File: config.mk
export PLATFORM = sky130hd
export DESIGN_NAME = iomem_bus_ctrl
export DESIGN_NICKNAME = d
export VERILOG_FILES = /design/src/rtl/iomem_bus_ctrl.sv
export SDC_FILE = /design/constraint.sdc
export NUM_CORES = 1
export LEC_CHECK = 0
export CORE_ASPECT_RATIO = 0.7
export CORE_MARGIN = 10
export CORE_UTILIZATION = 30
export CTS_CLUSTER_DIAMETER = 200
export DETAILED_ROUTE_END_ITERATION = 7
export GPL_ROUTABILITY_DRIVEN = 0
export PLACE_DENSITY = 0.67
export SKIP_LAST_GASP = 1
export SLEW_MARGIN = 15
export SYNTH_ARGS = -nofsm -noshare
export SYNTH_HDL_FRONTEND = slang
export SYNTH_SLANG_ARGS = --single-unit
File: constraint.sdc
create_clock -name clk_bufg -period 2.7 [get_ports clk_bufg]
set_input_delay 0.405 -clock clk_bufg [delete_from_list [all_inputs] [get_ports clk_bufg]]
set_output_delay 0.405 -clock clk_bufg [all_outputs]
set_load 0.01 [all_outputs]
File: src/rtl/iomem_bus_ctrl.sv
// iomem_bus_ctrl: claims the 0x03xx_xxxx iomem window, decodes one of four
// peripheral slots and runs the request/ready handshake toward it. Unmapped
// slots and slots that never answer get a fixed error word so the CPU never hangs.
module iomem_bus_ctrl #(
    parameter logic [7:0]  REGION    = 8'h03,
    parameter int unsigned TIMEOUT   = 255,
    parameter logic [3:0]  SLOT_MASK = 4'b1111,
    parameter logic [31:0] ERR_DATA  = 32'hDEADBEEF
) (
    input  logic          clk_bufg,
    input  logic          resetn,
    input  logic          iomem_valid,
    output logic          iomem_ready,
    input  logic [3:0]    iomem_wstrb,
    input  logic [31:0]   iomem_addr,
    input  logic [31:0]   iomem_wdata,
    output logic [31:0]   iomem_rdata,
    output logic [3:0]    s_valid,
    input  logic [3:0]    s_ready,
    output logic [3:0]    s_wstrb,
    output logic [19:0]   s_addr,
    output logic [31:0]   s_wdata,
    input  logic [127:0]  s_rdata,
    output logic          bus_err,
    output logic [7:0]    err_cnt
);

    typedef enum logic [1:0] {
        IDLE = 2'd0,
        REQ  = 2'd1,
        ERR  = 2'd2,
        RESP = 2'd3
    } state_t;

    // Last timer value before the slot is declared dead.
    localparam logic [7:0] TIMEOUT_LAST = 8'(TIMEOUT - 1);

    state_t      r_state;
    state_t      w_next;
    logic [1:0]  r_slot;
    logic [7:0]  r_timer;

    logic        w_hit;
    logic [1:0]  w_slot;
    logic        w_unmapped;
    logic        w_sel_ready;
    logic        w_timeout;

    assign w_hit       = iomem_valid && (iomem_addr[31:24] == REGION);
    assign w_slot      = iomem_addr[21:20];
    assign w_unmapped  = (iomem_addr[23:22] != 2'b00) || !SLOT_MASK[w_slot];
    assign w_sel_ready = s_ready[r_slot];
    assign w_timeout   = (r_timer == TIMEOUT_LAST);

    // State register; reset abandons any transaction in flight without a response.
    always_ff @(posedge clk_bufg) begin
        // NOTE: every clocked assignment is non-blocking so all registers update
        // from the same pre-edge values regardless of statement order.
        if (!resetn) r_state <= IDLE;
        else         r_state <= w_next;
    end

    // Next-state decode and the per-state handshake outputs.
    always_comb begin
        // NOTE: every output gets a default up front so no path leaves one
        // unassigned, which would otherwise infer a latch.
        w_next      = r_state;
        s_valid     = 4'b0000;
        iomem_ready = 1'b0;
        bus_err     = 1'b0;
        case (r_state)
            IDLE: begin
                if (w_hit) w_next = w_unmapped ? ERR : REQ;
            end
            REQ: begin
                s_valid = 4'b0001 << r_slot;
                // A late answer on the final timer cycle still counts as success.
                if (w_sel_ready)    w_next = RESP;
                else if (w_timeout) w_next = ERR;
            end
            ERR: begin
                bus_err = 1'b1;
                w_next  = RESP;
            end
            RESP: begin
                iomem_ready = 1'b1;
                w_next      = IDLE;
            end
            default: w_next = IDLE;
        endcase
    end

    // Datapath: request latch, wait timer, response data and error counter.
    always_ff @(posedge clk_bufg) begin
        if (!resetn) begin
            r_slot      <= 2'd0;
            r_timer     <= 8'd0;
            s_wstrb     <= 4'd0;
            s_addr      <= 20'd0;
            s_wdata     <= 32'd0;
            iomem_rdata <= 32'd0;
            err_cnt     <= 8'd0;
        end else begin
            case (r_state)
                IDLE: begin
                    // Slot-side request fields stay frozen until the next accepted hit.
                    if (w_hit) begin
                        r_slot  <= w_slot;
                        s_wstrb <= iomem_wstrb;
                        s_addr  <= iomem_addr[19:0];
                        s_wdata <= iomem_wdata;
                        r_timer <= 8'd0;
                    end
                end
                REQ: begin
                    r_timer <= r_timer + 8'd1;
                    if (w_sel_ready) iomem_rdata <= s_rdata[{r_slot, 5'd0} +: 32];
                end
                ERR: begin
                    iomem_rdata <= ERR_DATA;
                    if (err_cnt != 8'hFF) err_cnt <= err_cnt + 8'd1;
                end
                default: ;
            endcase
        end
    end

endmodule

==> qor.yml, run 1 <==
status: "completed"
drc: 0
cts_buffer_depth: 2
drive_gt1_share_pct: 8.72
rsz0062_at_grt: "no"
ys_ff_latch: 108
antenna_found_initial: 0
drt_iter0_drc: 343
overflow: 0
setup_viol: 0
p_comb_share_pct: 31.4
ys.flop_type: "dfxtp_1"
synthArstFlopShare_pct: 0
clk_latency_ns: 0.35
path_clk_slew_ns: 0.08
finClkSkew_ns: 0.0169
required_ns: 2.30
yosysTopAreaCell: "dfxtp_1"
cts-buffers-inserted: 9
post-route-util_pct: 52.9
critPathTopFamily: "buffers and inverters"
wire_per_inst_um: 19.0
cts_root_buf: "clkbuf_16"
htree_levels: 3
max-cap-violations: 0
finalPower_mw: 4.66
yosysWarnings: 0
power_frac_seq_pct: 40.1
internal_power_mw: 3.29
syn_area_per_cell_um2: 9.40
postCtsSetupBuffers: 0
p_leak_nw: 3.17
yosysTopAreaCellShare_pct: 43.1
finalWorstSetupSlack_ns: 0.261
vias: 5066
cp_common_cell: "inv_1"
synth_cell_type_count: 42
timing.final.crit_period_ns: 2.44
endpoint_kind: "primary output"
die_x_um: 175
layout_commonest_cell: "clkdlybuf4s50_1"
total_switching_power_mw: 1.37
cp_slowest_cell: "clkdlybuf4s50_1"
nets: 1032
relSlewSlack_pct: 62.9
nFillCells: 1499
arrival_ns: 2.03
path_max_fanout: 7
syn_area_um2: 5020
hpwl_um: 15900
io_pins: 305
final_cell_mix: "clkdlybuf4s50_1 (304), nand2_1 (128), dfxtp_1 (107)"
initial_core_util_pct: 30.7
syn_nets: 745
holdBufCountCts: 0
grt_pass1_wl_um: 30100
swShare_pct: 29.4
antenna_cells: 0
whs_ns: 0.454
cpPeakStageDelay_ns: 0.59
p_per_area_nw_per_um2: 539
tightest_slew_ns: 0.555
vias_per_cell: 4.82
crit_buf_inv: 3
netlist_top_cells_area: "dfxtp_1 (43%), mux4_2 (15%), nand2_1 (9.6%)"
synth_edf_count: 0
crit_chain: "inv_1 -> ha_1 -> inv_1 -> nor3_1 -> clkdlybuf4s50_1"
start_kind: "register"
grt_max_degree: 62
die_h_um: 128
clock_sinks: 108
first_pass_iters: 4
cts_tree: "done"
die-area_um2: 22400
dp_slack_ns: 0.130
ant_nets: 0
fin_crit_sh_pct: 90.3
fmax_mhz: 410
grt_pass1_vias: 5289
p_clk_share_pct: 28.5
slew_viol_final: 0
tns_ns: 0
drt_wl_total_um: 19900
yosysSeqAreaShare_pct: 43.1
criticalPathCategory: "reg -> out"
synth_cells: 534
grt_usage_pct: 17.0
fp-row-count: 39
coreArea_um2: 16300
hold_viol_final: 0
io_buffers: 304
hp-class: "reg -> reg"
synthToLayoutAreaGrowth_pct: 72.3
ir_drop_v: 0.000298
post_cts_resized: 0
[cell type report]
type                            instances  area [µm²]  area share (%)
Timing Repair Buffer                  319        3220            37.2
Multi-Input combinational cell        375        2660            30.7
Sequential cell                       108        2160            25.0
Tap cell                              225         282            3.25
Clock buffer                           10         239            2.76
Clock inverter                          6        61.3           0.709
Inverter                                8        30.0           0.347
[worst reg2reg max path, cell delays in order (launching register included)]
cell,delay [ns]
dfxtp_1,0.34
inv_1,0.13
ha_1,0.32
nand4b_1,0.33
o32a_1,0.48
buf_4,0.18
or3_1,0.33
a21oi_1,0.14
[Yosys cell counts (3+ instances only)]
cell      instances
nand2_1         128
clkbuf_1         32
or4_1             5
ha_1              8
o211a_1          24
mux4_2           33
buf_2             8
o21ai_1           3
or3_1            28
mux2i_1           4
o31ai_1           6
nand3_1           6
xor2_1            4
o21ai_0           4
nor2_1           18
inv_1             7
dfxtp_1         108
and3_1            4
a22oi_1           8
a21oi_1          68
[registers in the layout, summed over array words and instances (netlist names)]
| register | count |
|---|---|
| iomem_rdata | 32 |
| s_wdata | 32 |
| s_addr | 20 |
| err_cnt | 8 |
| r_timer | 8 |
| s_wstrb | 4 |
| r_slot | 2 |
| r_state | 2 |
[final timing paths]
path	slack, ns	start	endpoint	cells after the start
hold reg to reg	0.45	s_addr[19]$_SDFFE_PN0P_	s_addr[19]$_SDFFE_PN0P_	2
hold / removal	0.45	s_addr[19]$_SDFFE_PN0P_	s_addr[19]$_SDFFE_PN0P_	2
setup reg to reg	0.38	r_state[1]$_SDFFE_PN0P_	r_timer[7]$_SDFFE_PN0P_	7
setup / recovery	0.26	r_state[1]$_SDFFE_PN0P_	s_valid[0]	5
[through the flow]
stage	instance area (µm²)	instances
2_1_floorplan	5020	534
5_1_grt	8650	1051
3_3_place_gp	8350	1035
3_5_place_dp	8350	1035
6_report	8650	1051
4_1_cts	8650	1051
[logic make-up after synthesis]
| kind of cell | count (synthesis) | synth area share [%] |
|---|---|---|
| muxes | 37 | 15.6 |
| xor gates and xnor gates | 4 | 0.698 |
| AOI/OAI and AO/OA | 121 | 15.7 |
| adders and majority gates | 8 | 1.99 |
| and+or+nand+nor | 205 | 18.7 |
| buffers and inverters | 51 | 4.24 |
| DFF | 108 | 43.1 |
[power by group through the flow]
stage               Clock [mW]  Sequential, mW  Combinational (mW)
floorplan                    0            1.98               0.498
global placement             0            1.90                1.48
global route              1.43            1.89                1.57
detailed placement           0            1.91                1.48
finish                    1.33            1.87                1.46
CTS                       1.37            1.87                1.49
[per-layer routing]
layer	part of all wire, %	wire length, µm	track usage [%]
met1	41	8130	19.2
met2	50	10100	30.3
met3	7.7	1530	6.27
met4	1.1	218	3.08
met5	0	0	0
Power figures use the tool's default switching activity.
==> run 2, diff against run 1 <==
--- a/config.mk
+++ b/config.mk
@@ -7,2 +7,3 @@
 export LEC_CHECK = 0
+export ABC_AREA = 1
 export CORE_ASPECT_RATIO = 0.7
@@ -14,2 +15,3 @@
 export PLACE_DENSITY = 0.67
+export REMOVE_ABC_BUFFERS = 1
 export SKIP_LAST_GASP = 1
==> constraint.sdc (replaced) <==
create_clock -name clk_bufg -period 2.7 [get_ports clk_bufg]
set_input_delay 0.81 -clock clk_bufg [delete_from_list [all_inputs] [get_ports clk_bufg]]
set_output_delay 0.81 -clock clk_bufg [all_outputs]
set_load 0.01 [all_outputs]
==> qor.yml, run 2 <==
status: "completed"
synth_top_family_by_area: "compound AO/OA/AOI/OAI gates"
yosysMostFrequentCell: "nand2_1"
synth_compound_area_share_pct: 23.4
layout_commonest_cell: "clkdlybuf4s50_1"
fin_crit_sh_pct: 95.5
synthToLayoutAreaGrowth_pct: 69.5
coreArea_um2: 16500
cts_buffer_depth: 2
grt_pass1_wl_um: 31800
hold_viol_final: 0
ys_ff_latch: 108
nFillCells: 1672
yosysSeqAreaShare_pct: 42.4
io_buffers: 304
yosysWarnings: 0
overflow: 0
io_pins: 305
timing.final.crit_period_ns: 2.58
synth_edf_count: 0
postCtsSetupBuffers: 0
die_x_um: 176
post-route-util_pct: 52.4
grt_usage_pct: 17.5
slew_viol_final: 0
drc: 0
fp-row-count: 39
finalNonFillerCells: 1241
hp-class: "reg -> reg"
netlist_top_cells_area: "dfxtp_1 (42%), a21oi_1 (14%), nand2_1 (11%)"
synth_cells: 734
post_dp_cell_area_um2: 8330
ant_nets: 0
rsz0062_at_grt: "no"
tns_ns: 0
dpl.cell_count: 1225
vias_per_cell: 4.63
clock_sinks: 108
holdBufCountCts: 0
first_pass_iters: 5
die_h_um: 129
synthArstFlopShare_pct: 0
grt_pass1_vias: 5806
final_cell_mix: "clkdlybuf4s50_1 (300), nand2_1 (143), a21oi_1 (142)"
setup_viol: 0
arrival_ns: 1.77
drive_gt1_share_pct: 4.04
path_clk_slew_ns: 0.08
relSlewSlack_pct: 49.0
yosys.area_share.simple_pct: 20.8
r2r_setup_slack_ns: 0.77
finClkSkew_ns: 0.00935
start_kind: "register"
criticalPathCategory: "reg -> out"
largest_registers: "iomem_rdata (32), s_wdata (32), s_addr (20)"
clk_latency_ns: 0.34
antenna_found_initial: 0
yosys-top-cells-count: "nand2_1 (143), a21oi_1 (142), dfxtp_1 (108)"
vias: 5746
syn_area_um2: 5100
max-cap-violations: 0
endpoint_kind: "primary output"
path_max_fanout: 5
synthMuxAreaShare_pct: 0
finalWorstSetupSlack_ns: 0.122
required_ns: 1.89
ir_drop_v: 0.000292
p_leak_nw: 3.12
synthAdderAreaFrac_pct: 1.96
antenna_cells: 0
synthXorXnorAreaFrac_pct: 1.03
htree_levels: 3
drt_wl_total_um: 20800
fmax_mhz: 388
die-area_um2: 22700
syn_area_per_cell_um2: 6.95
ys.flop_type: "dfxtp_1"
tightest_slew_ns: 0.764
drt_iter0_drc: 311
cts_tree: "done"
yosysTopAreaCell: "dfxtp_1"
grt_max_degree: 82
p_per_area_nw_per_um2: 571
synth_cell_type_count: 24
yosysTopAreaCellShare_pct: 42.4
nets: 1222
hpwl_um: 16300
initial_core_util_pct: 30.9
cts_root_buf: "clkbuf_16"
cts-buffers-inserted: 9
dp_slack_ns: 0.270
wire_per_inst_um: 16.8
fin_area_um2: 8640
## run 2: cell types whose count changed in the layout (fill, tap and decap cells not counted), moves of 16 or more
cell / change
a21oi_1: +74
inv_1: +68
mux4_2: -33
nand3_1: +44
nor2_1: +16
o211a_1: -24
o21ai_0: +82
or3_1: -27
## run 2: where the power goes
part | switching, mW | leakage [nW] | internal [mW] | total (mW)
registers | 0.109 | 0.873 | 1.78 | 1.89
logic | 0.839 | 2.10 | 0.836 | 1.68
clock network | 0.634 | 0.152 | 0.736 | 1.37
total | 1.58 | 3.12 | 3.36 | 4.94
## run 2: worst max-delay path: stages (launching register included)
cell and delay (ns):
dfxtp_1 0.44, ha_4 0.20, inv_1 0.09, nor2_1 0.14, clkdlybuf4s50_1 0.56
## run 2: per-layer routing
layer / up-vias / track usage (%) / share of wire (%)
met5: - / 0 / 0
met4: 0 / 3.73 / 1.1
met3: 18 / 7.63 / 9.2
met2: 179 / 30.2 / 48
met1: 2580 / 19.9 / 42
li1: 2969 / - / -
## run 2: per-stage QoR
step           hold slack [ns]  total power, mW
3_3_place_gp             0.430             3.60
3_5_place_dp             0.433             3.61
2_1_floorplan            0.467             2.59
4_1_cts                  0.446             5.01
5_1_grt                  0.466             5.26
6_report                 0.442             4.94
## run 2: logic make-up after synthesis
logic type,after synthesis
flip-flops,108
XOR/XNOR,6
adder cells (fa/ha/maj),8
AND/OR/NAND/NOR,250
buffers and inverters,127
AO/OA/AOI/OAI,235
## run 2: timing repair
action	4_1_cts	5_1_grt
setup endpoints to repair	4	2
resized for setup	3	3
pin swaps	0	0
## run 2: area by class of cell
type	count	area, µm²	share of cell area (%)
Clock buffer	9	225	2.61
Multi-Input combinational cell	499	2430	28.1
Clock inverter	7	81.3	0.941
Inverter	78	295	3.42
Timing Repair Buffer	315	3170	36.7
Tap cell	225	282	3.26
Sequential cell	108	2160	25.0
## run 2: path summary, 6_finish.rpt
path	startpoint	end	cells after the start
worst max-delay path	r_state[0]$_SDFFE_PN0P_	s_valid[3]	4
worst max register to register	r_state[0]$_SDFFE_PN0P_	err_cnt[2]$_SDFFE_PN0P_	8
worst min register to register	s_wdata[24]$_SDFFE_PN0P_	s_wdata[24]$_SDFFE_PN0P_	2
worst min-delay path	s_wdata[24]$_SDFFE_PN0P_	s_wdata[24]$_SDFFE_PN0P_	2
==> run 3, diff against run 2 <==
Settings changed: MAX_ROUTING_LAYER set to met4.
==> qor.yml, run 3 (synthesized netlist as in run 2, its figures left out) <==
post_dp_cell_area_um2: 8330
hold_viol_final: 0
nFillCells: 1672
cts_tree: "done"
fmax_mhz: 388
io_buffers: 304
grt_use_met2_pct: 30.2
slew_viol_final: 0
clock_sinks: 108
cts_root_buf: "clkbuf_16"
ir_drop_v: 0.000291
criticalPathCategory: "reg -> out"
multi_input_area_um2: 2430
postCtsSetupBuffers: 0
grt_max_degree: 82
post_cts_resized: 3
path_clk_slew_ns: 0.08
clk_latency_ns: 0.34
holdBufCountCts: 0
hpwl_um: 16300
finClkSkew_ns: 0.0118
initial_core_util_pct: 30.9
cts-buffers-inserted: 9
first_pass_iters: 4
fp-row-count: 39
setup_viol: 0
status: "completed"
largest_registers: "iomem_rdata (32), s_wdata (32), s_addr (20)"
register_area_um2: 2160
overflow: 0
tightest_slew_ns: 0.790
timing.final.crit_period_ns: 2.58
htree_levels: 3
endpoint_kind: "primary output"
max-cap-violations: 0
die_x_um: 176
drt_iter0_drc: 312
required_ns: 1.89
grt_pass1_wl_um: 31700
start_kind: "register"
arrival_ns: 1.77
met3_usage_pct: 6.91
grt_busiest_layer: "met2"
antenna_cells: 0
finalWorstSetupSlack_ns: 0.124
final_cell_mix: "clkdlybuf4s50_1 (300), nand2_1 (143), a21oi_1 (142)"
io_pins: 305
fin_crit_sh_pct: 95.4
path_max_fanout: 5
grt_usage_pct: 18.1
coreArea_um2: 16500
drc: 0
drive_gt1_share_pct: 4.04
hp-class: "reg -> reg"
antenna_found_initial: 0
p_per_area_nw_per_um2: 571
post-route-util_pct: 52.4
p_leak_nw: 3.12
nets: 1222
grt_pass1_vias: 5829
vias: 5740
wire_per_inst_um: 16.8
die_h_um: 129
synthToLayoutAreaGrowth_pct: 69.5
use_met1_pct: 20.4
relSlewSlack_pct: 47.3
fin_area_um2: 8640
r2r_setup_slack_ns: 0.76
die-area_um2: 22700
drt_wl_total_um: 20800
vias_per_cell: 4.63
dp_slack_ns: 0.270
ant_nets: 0
rsz0062_at_grt: "no"
layout_commonest_cell: "clkdlybuf4s50_1"
cts_buffer_depth: 2
## run 3: cell counts in the layout (fill, tap and decap cells not counted)
Identical to the previous run, type by type.
## run 3: where the power goes
part           total, mW  leakage (nW)  switching (mW)  internal [mW]
sequential          1.89         0.873           0.109           1.78
clock               1.37         0.152           0.634          0.736
combinational       1.68          2.10           0.842          0.836
total               4.94          3.12            1.58           3.36
## run 3: through the flow
stage,hold WS [ns],power [mW],setup TNS (ns),cells
after detailed placement,0.433,3.61,0,1225
after CTS,0.446,5.01,0,1241
after global placement,0.430,3.60,0,1225
after floorplan,0.467,2.59,-33.02,685
after global routing,0.466,5.26,0,1241
final,0.442,4.94,0,1241
## run 3: per-layer routing
layer | vias to the layer above | wire length [µm]
met2 | 173 | 10000
met4 | 0 | 216
met1 | 2583 | 8900
met5 | - | 0
met3 | 17 | 1680
li1 | 2967 | -
## run 3: path summary, 6_finish.rpt
path,start,end,cells past startpoint
setup / recovery,r_state[0]$_SDFFE_PN0P_,s_valid[3],4
hold / removal,s_wdata[24]$_SDFFE_PN0P_,s_wdata[24]$_SDFFE_PN0P_,2
setup reg to reg,r_state[0]$_SDFFE_PN0P_,err_cnt[2]$_SDFFE_PN0P_,8
hold reg to reg,s_wdata[24]$_SDFFE_PN0P_,s_wdata[24]$_SDFFE_PN0P_,2
## run 3: cell type report
class / count / area share, %
clock inverter: 7 / 0.941
timing repair buffer: 315 / 36.7
multi-input combinational: 499 / 28.1
sequential: 108 / 25.0
clock buffer: 9 / 2.61
inverter: 78 / 3.42
tap: 225 / 3.26
## run 3: critical path, stage by stage, from the launching register on
cell	delay, ns
dfxtp_1	0.44
ha_4	0.20
inv_1	0.09
nor2_1	0.14
clkdlybuf4s50_1	0.56
